<file path="src/rtl/aes_pkg.sv">
// Constants shared by the AES-128 core and its surrounding stages, plus the
// block-to-word selection helper used when serializing results.
package aes_pkg;

    localparam int AES_BLOCK_W         = 128;
    localparam int AES_WORD_W          = 32;
    localparam int AES_WORDS_PER_BLOCK = AES_BLOCK_W / AES_WORD_W;
    localparam int AES_PIPE_LATENCY    = 10;

    // Word 0 is the most-significant slice of the block.
    function automatic logic [AES_WORD_W-1:0] aes_word_sel(
        input logic [AES_BLOCK_W-1:0] blk,
        input logic [1:0]             idx
    );
        logic [AES_WORD_W-1:0] w_word;
        case (idx)
            2'd0:    w_word = blk[127:96];
            2'd1:    w_word = blk[95:64];
            2'd2:    w_word = blk[63:32];
            default: w_word = blk[31:0];
        endcase
        return w_word;
    endfunction

endpackage

</file>
<file path="src/rtl/aes_sync_fifo.sv">
// Single-clock FIFO with wrap-bit pointers; exposes empty/full/count.
// Storage is not reset, only the pointers are.
module aes_sync_fifo #(
    parameter int WIDTH = 128,
    parameter int DEPTH = 4
) (
    input  logic                     clk,
    input  logic                     rst_n,
    input  logic                     i_push,
    input  logic [WIDTH-1:0]         i_wdata,
    input  logic                     i_pop,
    output logic [WIDTH-1:0]         o_rdata,
    output logic                     o_empty,
    output logic                     o_full,
    output logic [$clog2(DEPTH):0]   o_count
);
    localparam int AW = $clog2(DEPTH);

    logic [WIDTH-1:0] r_mem [DEPTH];
    logic [AW:0]      r_wr_ptr;
    logic [AW:0]      r_rd_ptr;
    logic             w_do_push;
    logic             w_do_pop;

    assign o_empty   = (r_wr_ptr == r_rd_ptr);
    assign o_full    = (r_wr_ptr[AW] != r_rd_ptr[AW]) &&
                       (r_wr_ptr[AW-1:0] == r_rd_ptr[AW-1:0]);
    assign o_count   = r_wr_ptr - r_rd_ptr;
    assign w_do_push = i_push & ~o_full;
    assign w_do_pop  = i_pop & ~o_empty;
    assign o_rdata   = r_mem[r_rd_ptr[AW-1:0]];

    always_ff @(posedge clk) begin
        if (w_do_push) begin
            r_mem[r_wr_ptr[AW-1:0]] <= i_wdata;
        end
    end

    always_ff @(posedge clk or negedge rst_n) begin
        if (!rst_n) begin
            r_wr_ptr <= '0;
            r_rd_ptr <= '0;
        end else begin
            if (w_do_push) begin
                r_wr_ptr <= r_wr_ptr + 1'b1;
            end
            if (w_do_pop) begin
                r_rd_ptr <= r_rd_ptr + 1'b1;
            end
        end
    end

endmodule

</file>
<file path="src/rtl/aes_out_serializer.sv">
// Output stage of the pipelined AES-128 core: tags in-flight blocks, buffers
// results and streams them as 32-bit words under credit-based input control.
module aes_out_serializer
    import aes_pkg::*;
#(
    parameter int LATENCY    = AES_PIPE_LATENCY,
    parameter int FIFO_DEPTH = 4,
    parameter int WORD_W     = AES_WORD_W
) (
    input  logic                   clk,
    input  logic                   reset,
    input  logic                   in_valid,
    output logic                   in_ready,
    input  logic [AES_BLOCK_W-1:0] cryptokey,
    output logic [WORD_W-1:0]      out_data,
    output logic                   out_valid,
    input  logic                   out_ready,
    output logic                   out_last,
    output logic                   err_drop
);
    localparam int         FAW      = $clog2(FIFO_DEPTH);
    localparam int         CNT_W    = FAW + 2;
    localparam logic [1:0] LAST_IDX = 2'(AES_WORDS_PER_BLOCK - 1);

    logic [LATENCY-1:0]     r_tag;
    logic [CNT_W-1:0]       r_inflight;
    logic [1:0]             r_widx;
    logic                   r_err_drop;
    logic                   w_accept;
    logic                   w_push;
    logic                   w_pop;
    logic                   w_hs;
    logic                   w_empty;
    logic                   w_full;
    logic [FAW:0]           w_count;
    logic [AES_BLOCK_W-1:0] w_head;
    logic [CNT_W-1:0]       w_credits_used;

    // Every accepted block owns a FIFO slot from acceptance until it is popped,
    // so a push can never meet a full FIFO.
    assign w_credits_used = r_inflight + CNT_W'(w_count);
    assign in_ready       = (w_credits_used < CNT_W'(FIFO_DEPTH));
    assign w_accept       = in_valid & in_ready;
    assign w_push         = r_tag[LATENCY-1];

    assign out_valid = ~w_empty;
    assign w_hs      = out_valid & out_ready;
    assign w_pop     = w_hs & (r_widx == LAST_IDX);
    assign out_last  = out_valid & (r_widx == LAST_IDX);
    assign out_data  = out_valid ? WORD_W'(aes_word_sel(w_head, r_widx)) : '0;
    assign err_drop  = r_err_drop;

    always_ff @(posedge clk or negedge reset) begin
        if (!reset) begin
            r_tag <= '0;
        end else begin
            r_tag <= (r_tag << 1) | LATENCY'(w_accept);
        end
    end

    always_ff @(posedge clk or negedge reset) begin
        if (!reset) begin
            r_inflight <= '0;
        end else begin
            case ({w_accept, w_push})
                2'b10:   r_inflight <= r_inflight + 1'b1;
                2'b01:   r_inflight <= r_inflight - 1'b1;
                default: r_inflight <= r_inflight;
            endcase
        end
    end

    always_ff @(posedge clk or negedge reset) begin
        if (!reset) begin
            r_widx <= '0;
        end else if (w_hs) begin
            r_widx <= r_widx + 1'b1;
        end
    end

    always_ff @(posedge clk or negedge reset) begin
        if (!reset) begin
            r_err_drop <= 1'b0;
        end else if (in_valid & ~in_ready) begin
            r_err_drop <= 1'b1;
        end
    end

    aes_sync_fifo #(
        .WIDTH (AES_BLOCK_W),
        .DEPTH (FIFO_DEPTH)
    ) u_fifo (
        .clk     (clk),
        .rst_n   (reset),
        .i_push  (w_push),
        .i_wdata (cryptokey),
        .i_pop   (w_pop),
        .o_rdata (w_head),
        .o_empty (w_empty),
        .o_full  (w_full),
        .o_count (w_count)
    );

    a_push_never_full: assert property (@(posedge clk) disable iff (!reset)
        !(w_push && w_full));

endmodule
</file>
<file path="config.mk">
export PLATFORM = sky130hd
export DESIGN_NAME = aes_out_serializer
export DESIGN_NICKNAME = d
export VERILOG_FILES = /design/src/rtl/aes_pkg.sv /design/src/rtl/aes_sync_fifo.sv /design/src/rtl/aes_out_serializer.sv
export SDC_FILE = /design/constraint.sdc
export NUM_CORES = 1
export LEC_CHECK = 0
export ABC_AREA = 1
export CORE_ASPECT_RATIO = 0.6
export CORE_MARGIN = 1.5
export CORE_UTILIZATION = 47
export CTS_CLUSTER_SIZE = 16
export DETAILED_ROUTE_END_ITERATION = 16
export DONT_BUFFER_PORTS = 1
export PLACE_DENSITY_LB_ADDON = 0.1
export SYNTH_ARGS = -nofsm -noshare
export SYNTH_HDL_FRONTEND = slang
export SYNTH_SLANG_ARGS = --single-unit
</file>
<file path="constraint.sdc">
create_clock -name clk -period 7.8 [get_ports clk]
set_clock_uncertainty 0.15 [all_clocks]
set_input_delay 1.56 -clock clk [delete_from_list [all_inputs] [get_ports clk]]
set_output_delay 1.56 -clock clk [all_outputs]
set_load 0.005 [all_outputs]
</file>
==> results of run 1 <==
-- cell families after synthesis --
family / after synthesis / synth area share (%)
XOR/XNOR: 9 / 0.3478
AND/OR/NAND/NOR: 1000 / 17.85
buffers and inverters: 386 / 7.249
adder cells (fa/ha/maj): 19 / 1.115
AO/OA/AOI/OAI: 137 / 3.058
flip-flops: 535 / 70.38
-- per-layer routing --
metal  routed length [um]  GRT usage, %  vias to the layer above
met5                    0             0                        -
met4                  822         4.497                        0
met3                 3087         4.670                       62
met2                25590         36.54                      278
met1                22650         28.58                     6565
li1                     -             -                     6754
-- worst paths after layout --
kind	cells after the start	startpoint	endpoint	slack, ns
hold reg to reg	0	r_tag[1]	r_tag[2]	0.20
setup / recovery	8	u_fifo.r_rd_ptr[0]	out_data[21]	2.14
hold / removal	0	r_tag[1]	r_tag[2]	0.20
max in group asynchronous	0	reset	u_fifo.r_rd_ptr[1]	6.88
setup reg to reg	18	u_fifo.r_rd_ptr[0]	r_inflight[3]	3.64
min in group asynchronous	0	reset	err_drop	0.54
-- cell type report --
class	instances	area share, %
Sequential cell	535	64.74
Multi-Input combinational cell	1165	20.75
Clock buffer	63	5.533
Inverter	283	4.350
Tap cell	640	3.249
Clock inverter	27	0.7970
Timing Repair Buffer	14	0.5787
-- flip-flops by register name, summed over array words and instances, names as in the netlist --
register         count
u_fifo.r_rd_ptr      3
r_tag               10
r_widx               2
u_fifo.r_mem       512
u_fifo.r_wr_ptr      3
r_inflight           4
err_drop             1
-- worst max-delay path, cell delays in order, from the launching register on --
cell and delay [ns]:
dfrtp_4 0.78, inv_8 0.88, buf_4 0.82, nand2_1 0.13
nand3_1 0.11, nand3_1 0.09, nand2_1 0.11, nor2_1 0.07
nor2_1 0.17
-- report_power, final --
| part | switching, W | internal [W] |
|---|---|---|
| logic | 0.00211 | 0.000828 |
| registers | 0.000184 | 0.00346 |
| clock network | 0.00103 | 0.00133 |
-- placed cells by master (no fill, tap or decap), types with 13 or more instances in the layout --
master | Yosys | routed
nand2_1 | 598 | 598
edfxtp_1 | 512 | 512
inv_1 | 281 | 280
nand3_1 | 227 | 226
nor2_1 | 172 | 168
o21ai_0 | 114 | 114
clkbuf_16 | 0 | 53
dfrtp_1 | 23 | 21
o21ai_1 | 18 | 18
ha_1 | 17 | 14
clkinv_1 | 0 | 13
-- stage by stage --
stage / hold WS [ns] / instance area (um^2) / power (W)
detailed placement: 0.1863 / 23090 / 0.006709
global route: 0.2059 / 24650 / 0.009564
CTS: 0.2018 / 24650 / 0.009076
floorplan: 0.1812 / 22660 / 0.005888
global placement: 0.1822 / 23090 / 0.006673
finish: 0.2006 / 24650 / 0.008946
==> results.json, run 1 <==
{
  "vias": 13660,
  "period_minus_slack_ns": 5.659,
  "cts.reportedPaths.clkPinSlew_ns": 0.06,
  "multiInputGateArea_um2": 5114,
  "synthCells": 2086,
  "area_growth_pct": 8.750,
  "rsz0062_at_grt": "false",
  "finalHoldViolations": 0,
  "maxSlewViolCount": 0,
  "hp-class": "reg -> reg",
  "grt_pass1_wl_um": 81870,
  "ctsResizeCount": 0,
  "finalCritPeriodShare_pct": 72.55,
  "cts_max_level": 2,
  "finalSetupTns_ns": 0,
  "cts_hold_buf": 0,
  "synthFlopType": "edfxtp_1",
  "pre_cts_slack_ns": 2.733,
  "worstSkewPairLatency_ns": 0.56,
  "worstMarginPinSlew_ns": 1.152,
  "cts_setup_buffers": 0,
  "core-area_um2": 47710,
  "fmax_mhz": 176.7,
  "async_reset_ff_share_pct": 4.299,
  "syn-num-nets": 2237,
  "grt_start_max_net_pins": 183,
  "die_h_um": 173.1,
  "fin_util_pct": 51.66,
  "outcome": "complete, no violations",
  "initial_core_util_pct": 47.51,
  "p_leak_nw": 9.946,
  "drv_cap": 0,
  "cts.sinks": 535,
  "grt_pass1_vias": 13610,
  "cts_buffers": 50,
  "syn-cell-area_um2": 22660,
  "synth_top_area_share_pct": 67.84,
  "overflow": 0,
  "crit_path_end_kind": "output port",
  "yosysMostFrequentCell": "nand2_1",
  "wire_per_inst_um": 19.12,
  "power.density_nw_per_um2": 362.9,
  "fill_cells": 4209,
  "cp-start-kind": "flop",
  "synth.distinct_cells": 25,
  "ir_worst_vdd_mv": 0.2332,
  "critical_path_class": "reg -> out",
  "synth_edf_count": 512,
  "slew_headroom_pct": 23.17,
  "synth_commonest_cells": "598 x nand2_1, 512 x edfxtp_1, 281 x inv_1, 227 x nand3_1, 172 x nor2_1",
  "diodes": 0,
  "die_area_um2": 49590,
  "io_pins": 168,
  "die_w_um": 286.5,
  "setup_viol": 0,
  "synth-seq-area-share_pct": 70.38,
  "drt_first_pass_iters": 6,
  "viasPerCell": 5.009,
  "regArea_um2": 15960,
  "route.detailed.drc": 0,
  "cts_tree": "yes",
  "yosys_warnings": 0,
  "critPathMaxFanout": 182,
  "clk_path_buf_depth": 3,
  "first_iter_violations": 855,
  "worstPathArrival_ns": 3.95,
  "place.gp.congestion": 0.7597,
  "rows": 62,
  "synth_area_per_cell_um2": 10.86,
  "routed_wl_um": 52150,
  "setup_slack_ns": 2.141,
  "fin_nets": 2200,
  "postRouteAntennaNets": 0,
  "cts_root_buf": "clkbuf_16",
  "place_hpwl_um": 28070,
  "synth-seq-cells": 535,
  "io_buffers": 0,
  "drive_gt1_share_pct": 4.600,
  "crit_required_ns": 6.09,
  "final_cells": 2727,
  "yosys.area.top_type": "edfxtp_1",
  "synth_area_leaders": "edfxtp_1 68%, nand2_1 9.9%, nand3_1 5.0%, inv_1 4.7%, nor2_1 2.8%",
  "antenna_found_initial": 0,
  "placedCellCount": 2637,
  "grt_usage_pct": 21.54
}
Note: power is estimated with default switching activity, not from simulation.
==> inputs of run 2 (changes only) <==
==> constraint.sdc (replaced) <==
create_clock -name clk -period 5.85 [get_ports clk]
set_clock_uncertainty 0.15 [all_clocks]
set_input_delay 1.17 -clock clk [delete_from_list [all_inputs] [get_ports clk]]
set_output_delay 1.17 -clock clk [all_outputs]
set_load 0.005 [all_outputs]
==> run 2 against run 1 <==
  * Sequential share of layout area shrank 0.23 points
  * Clock power grew 35%
  * Combinational power grew 37%
==> results.json, run 2 (synthesis gave the netlist of run 1 again) <==
{
  "grt_usage_pct": 21.54,
  "slew_headroom_pct": 27.51,
  "hp-class": "in -> async",
  "placedCellCount": 2643,
  "drv_cap": 0,
  "io_pins": 168,
  "critPathMaxFanout": 176,
  "first_iter_violations": 973,
  "initial_core_util_pct": 47.51,
  "period_minus_slack_ns": 4.827,
  "finalSetupTns_ns": 0,
  "p_leak_nw": 9.978,
  "routed_wl_um": 52630,
  "route.detailed.drc": 0,
  "overflow": 0,
  "final_common_cell": "nand2_1",
  "drive_gt1_share_pct": 4.914,
  "final_cell_mix": "598 x nand2_1, 512 x edfxtp_1, 280 x inv_1, 226 x nand3_1, 168 x nor2_1",
  "r2r_start": "u_fifo.r_rd_ptr[0]",
  "hold_ws_ns": 0.1286,
  "cts_buffers": 50,
  "die_area_um2": 49590,
  "diodes": 0,
  "viasPerCell": 4.989,
  "core-area_um2": 47710,
  "cts_setup_buffers": 0,
  "ff2ff_setup_slack_ns": 1.74,
  "setup_viol": 0,
  "finalCritPeriodShare_pct": 82.52,
  "outcome": "complete, no violations",
  "die_w_um": 286.5,
  "crit_top_cell": "nand2_1",
  "maxSlewViolCount": 0,
  "power.density_nw_per_um2": 485.4,
  "place_hpwl_um": 29070,
  "place.gp.congestion": 0.7380,
  "fin_nets": 2206,
  "path_cells": "inv_8 -> buf_4 -> nand2_1 -> nand3_1 -> nand2_1 -> nand2_1 -> nand2_1 -> nor2_1 -> nor2_1",
  "clk_path_buf_depth": 3,
  "grt_start_max_net_pins": 177,
  "critPathMaxStageDelay_ns": 0.86,
  "drt_first_pass_iters": 5,
  "setup_slack_ns": 1.023,
  "io_buffers": 0,
  "worstSkewPairLatency_ns": 0.58,
  "wire_per_inst_um": 19.23,
  "crit_required_ns": 4.53,
  "vias": 13650,
  "cts_hold_buf": 0,
  "cts_tree": "yes",
  "reg2reg_to": "r_inflight[3]",
  "area_growth_pct": 9.131,
  "rsz0062_at_grt": "false",
  "die_h_um": 173.1,
  "rows": 62,
  "final_cells": 2736,
  "cts.reportedPaths.clkPinSlew_ns": 0.07,
  "fmax_mhz": 207.2,
  "fill_cells": 4163,
  "largest_register_ffs": 512,
  "cp-start-kind": "flop",
  "critical_path_class": "reg -> out",
  "ctsResizeCount": 0,
  "crit_path_end_kind": "output port",
  "finalHoldViolations": 0,
  "grt_pass1_vias": 13400,
  "worstMarginPinSlew_ns": 1.087,
  "worstPathArrival_ns": 3.51,
  "ir_worst_vdd_mv": 0.3547,
  "pre_cts_slack_ns": 1.664,
  "cp_slowest_cell": "inv_8",
  "antenna_found_initial": 0,
  "cts_root_buf": "clkbuf_16",
  "cts_max_level": 2,
  "postRouteAntennaNets": 0,
  "cts.sinks": 535,
  "grt_pass1_wl_um": 81230,
  "worstRegToRegCells": 18
}
-- run 2: how the worst max path moves through the flow --
| stage | from | to | slack [ns] | depth (start not counted) |
|---|---|---|---|---|
| global route | u_fifo.r_rd_ptr[0] | out_data[31] | 0.79 | 9 |
| floorplan | u_fifo.r_rd_ptr[1] | u_fifo.r_mem[0][0] | -1.62 | 8 |
| detailed placement | u_fifo.r_rd_ptr[0] | out_data[31] | 1.66 | 8 |
| finish | u_fifo.r_rd_ptr[0] | out_data[31] | 1.02 | 9 |
| global placement | u_fifo.r_rd_ptr[0] | out_data[31] | 1.68 | 8 |
| CTS | u_fifo.r_rd_ptr[0] | out_data[31] | 1.02 | 8 |
-- run 2: critical path, delay by kind of cell, from the launching register on --
| kind | cells | cell delay (ns) |
|---|---|---|
| flip-flops | 1 | 0.76 |
| AND/OR/NAND/NOR | 7 | 0.65 |
| buffers and inverters | 2 | 1.37 |
-- run 2: power breakdown --
part | internal (W) | leakage, nW | switching [W] | total [W]
clock | 0.00178 | 0.766 | 0.00140 | 0.00318
combinational | 0.00111 | 4.30 | 0.00291 | 0.00402
sequential | 0.00462 | 4.91 | 0.000182 | 0.00480
-- run 2: cell type report --
type                            count  area [um^2]  share of cell area, %
Clock buffer                       62         1318                  5.327
Clock inverter                     31        271.5                  1.098
Inverter                          283         1072                  4.335
Multi-Input combinational cell   1165         5114                  20.67
Sequential cell                   535        15960                  64.52
Tap cell                          640        800.8                  3.238
Timing Repair Buffer               20        200.2                 0.8094
-- run 2: metal layers --
metal  GRT usage, %  part of all wire [%]  vias up  wire length, um
met5              0                     0        -                0
met4          6.041                   2.6        0             1374
met3          5.409                   6.3       80             3310
met2          35.23                    47      265            24810
met1          28.63                    44     6542            23130
li1               -                     -     6762                -
-- run 2: stage by stage --
| stage | power (W) | util (%) | cell area, um^2 |
|---|---|---|---|
| 3_3_place_gp | 0.008933 | 48.51 | 23140 |
| 3_5_place_dp | 0.008977 | 48.51 | 23140 |
| 6_report | 0.01201 | 51.84 | 24730 |
| 5_1_grt | 0.01281 | 51.84 | 24730 |
| 2_1_floorplan | 0.007842 | - | 22670 |
| 4_1_cts | 0.01218 | 51.84 | 24730 |
==> inputs of run 3 (changes only) <==
==> constraint.sdc (replaced) <==
create_clock -name clk -period 4.4 [get_ports clk]
set_clock_uncertainty 0.15 [all_clocks]
set_input_delay 0.88 -clock clk [delete_from_list [all_inputs] [get_ports clk]]
set_output_delay 0.88 -clock clk [all_outputs]
set_load 0.005 [all_outputs]
==> run 3 against run 2 <==
  * Combinational power increased by 38%
  * Register-to-register slack got worse by 0.96 ns
  * Critical endpoint is now out_data[8]
  * Sequential share of layout area decreased by 0.41 points
  * Highest routed layer unchanged
  * Hold slack improved by 0.069 ns
  * Cell count increased by 0.18%
  * Sequential cell count unchanged
  * Core utilization increased by 0.33 points
  * Power increased by 33%
  * Clock power increased by 29%
  * Critical path depth decreased by 3
  * Setup slack got worse by 0.79 ns
==> results.json, run 3 (synthesis gave the netlist of run 1 again) <==
{
  "vias": 13730,
  "place_hpwl_um": 28830,
  "cts_setup_buffers": 0,
  "area_growth_pct": 9.832,
  "diodes": 0,
  "cts_max_level": 2,
  "worstMarginPinSlew_ns": 1.048,
  "finalHoldViolations": 0,
  "setup_slack_ns": 0.2365,
  "cts.reportedPaths.clkPinSlew_ns": 0.06,
  "critPathLaunch": "u_fifo.r_rd_ptr[0]",
  "worstRegToRegCells": 19,
  "rsz0062_at_grt": "false",
  "design_area_um2": 24890,
  "wire_per_inst_um": 19.04,
  "maxSlewViolCount": 0,
  "largest_register_ffs": 512,
  "pre_cts_slack_ns": 0.7901,
  "period_minus_slack_ns": 4.163,
  "fin_util_pct": 52.18,
  "route.detailed.drc": 0,
  "whs_path_depth": 0,
  "rows": 62,
  "hp-class": "reg -> reg",
  "initial_core_util_pct": 47.51,
  "final_cell_mix": "598 x nand2_1, 512 x edfxtp_1, 280 x inv_1, 226 x nand3_1, 168 x nor2_1",
  "postPlaceCellArea_um2": 23330,
  "die_area_um2": 49590,
  "cts_root_buf": "clkbuf_16",
  "grt_pass1_vias": 13860,
  "worstSkewPairLatency_ns": 0.56,
  "cts.sinks": 535,
  "grt_pass1_wl_um": 82520,
  "die_h_um": 173.1,
  "drv_cap": 0,
  "routed_wl_um": 52200,
  "power_w": 0.01591,
  "grt_usage_pct": 21.54,
  "critical_path_class": "reg -> out",
  "core-area_um2": 47710,
  "multiInputGateArea_um2": 5114,
  "critPathMaxFanout": 202,
  "finalCritPeriodShare_pct": 94.62,
  "setup_viol": 0,
  "io_buffers": 0,
  "die_w_um": 286.5,
  "io_pins": 168,
  "drive_gt1_share_pct": 4.950,
  "fill_cells": 4133,
  "crit_path_end_kind": "output port",
  "crit_required_ns": 3.37,
  "min_from": "r_tag[7]",
  "ir_worst_vdd_mv": 0.5698,
  "hold_ws_ns": 0.1981,
  "r2r_start": "u_fifo.r_wr_ptr[0]",
  "overflow": 0,
  "slew_headroom_pct": 30.15,
  "regArea_um2": 15960,
  "reg2reg_to": "r_inflight[3]",
  "place.gp.congestion": 0.7510,
  "p_leak_nw": 10.05,
  "postRouteAntennaNets": 0,
  "worstPathArrival_ns": 3.13,
  "holdPathEnd": "r_tag[8]",
  "viasPerCell": 5.007,
  "cts_tree": "yes",
  "outcome": "complete, no violations",
  "drt_first_pass_iters": 6,
  "fin_nets": 2214,
  "antenna_found_initial": 0,
  "grt_start_max_net_pins": 203,
  "fmax_mhz": 240.2,
  "power.density_nw_per_um2": 639.1,
  "cts_buffers": 50,
  "cp-start-kind": "flop",
  "final_common_cell": "nand2_1",
  "first_iter_violations": 936,
  "ff2ff_setup_slack_ns": 0.78,
  "clk_path_buf_depth": 3
}
-- run 3: per-stage QoR --
stage | instances | setup TNS [ns]
5_1_grt | 2741 | 0
2_1_floorplan | 2086 | -357.03
4_1_cts | 2741 | 0
3_5_place_dp | 2649 | 0
3_3_place_gp | 2649 | 0
6_report | 2741 | 0
-- run 3: final cells by class --
class,instances,share of cell area [%]
flip-flops and latches,535,64.11
multi-input cells,1165,20.54
clock buffers,73,5.750
inverters,283,4.308
well taps,640,3.217
repair buffers,28,1.689
clock inverters,17,0.3870
-- run 3: worst max-delay path by stage --
stage | to | slack [ns] | cells after the start
final | out_data[8] | 0.24 | 6
after floorplan | u_fifo.r_mem[0][0] | -0.93 | 8
after detailed placement | r_inflight[3] | 0.79 | 19
after global routing | out_data[16] | 0.05 | 6
after global placement | out_data[7] | 0.85 | 6
after CTS | out_data[8] | 0.20 | 6
-- run 3: per-layer routing --
| metal | wire [um] | up-vias | global-route usage (%) |
|---|---|---|---|
| met3 | 3087 | 56 | 4.617 |
| met4 | 727 | 0 | 4.123 |
| li1 | - | 6777 | - |
| met1 | 22750 | 6582 | 28.60 |
| met2 | 25630 | 310 | 36.73 |
| met5 | 0 | - | 0 |
-- run 3: critical path: stages, from the launching register on --
cell,delay (ns)
dfrtp_4,0.48
buf_16,0.53
buf_4,0.61
o21ai_0,0.16
o21ai_0,0.19
o21ai_0,0.10
nor2_1,0.26
-- run 3: where the power goes --
part	total [W]	internal, W	switching, W
registers	0.00629	0.00613	0.000152
clock network	0.00409	0.00230	0.00179
logic	0.00553	0.00156	0.00398
-- run 3: timing repair --
action	4_1_cts	5_1_grt
gates resized for setup	0	1
endpoints found under the hold margin	23	0
hold buffers	2	0
endpoints found under the setup margin	0	1
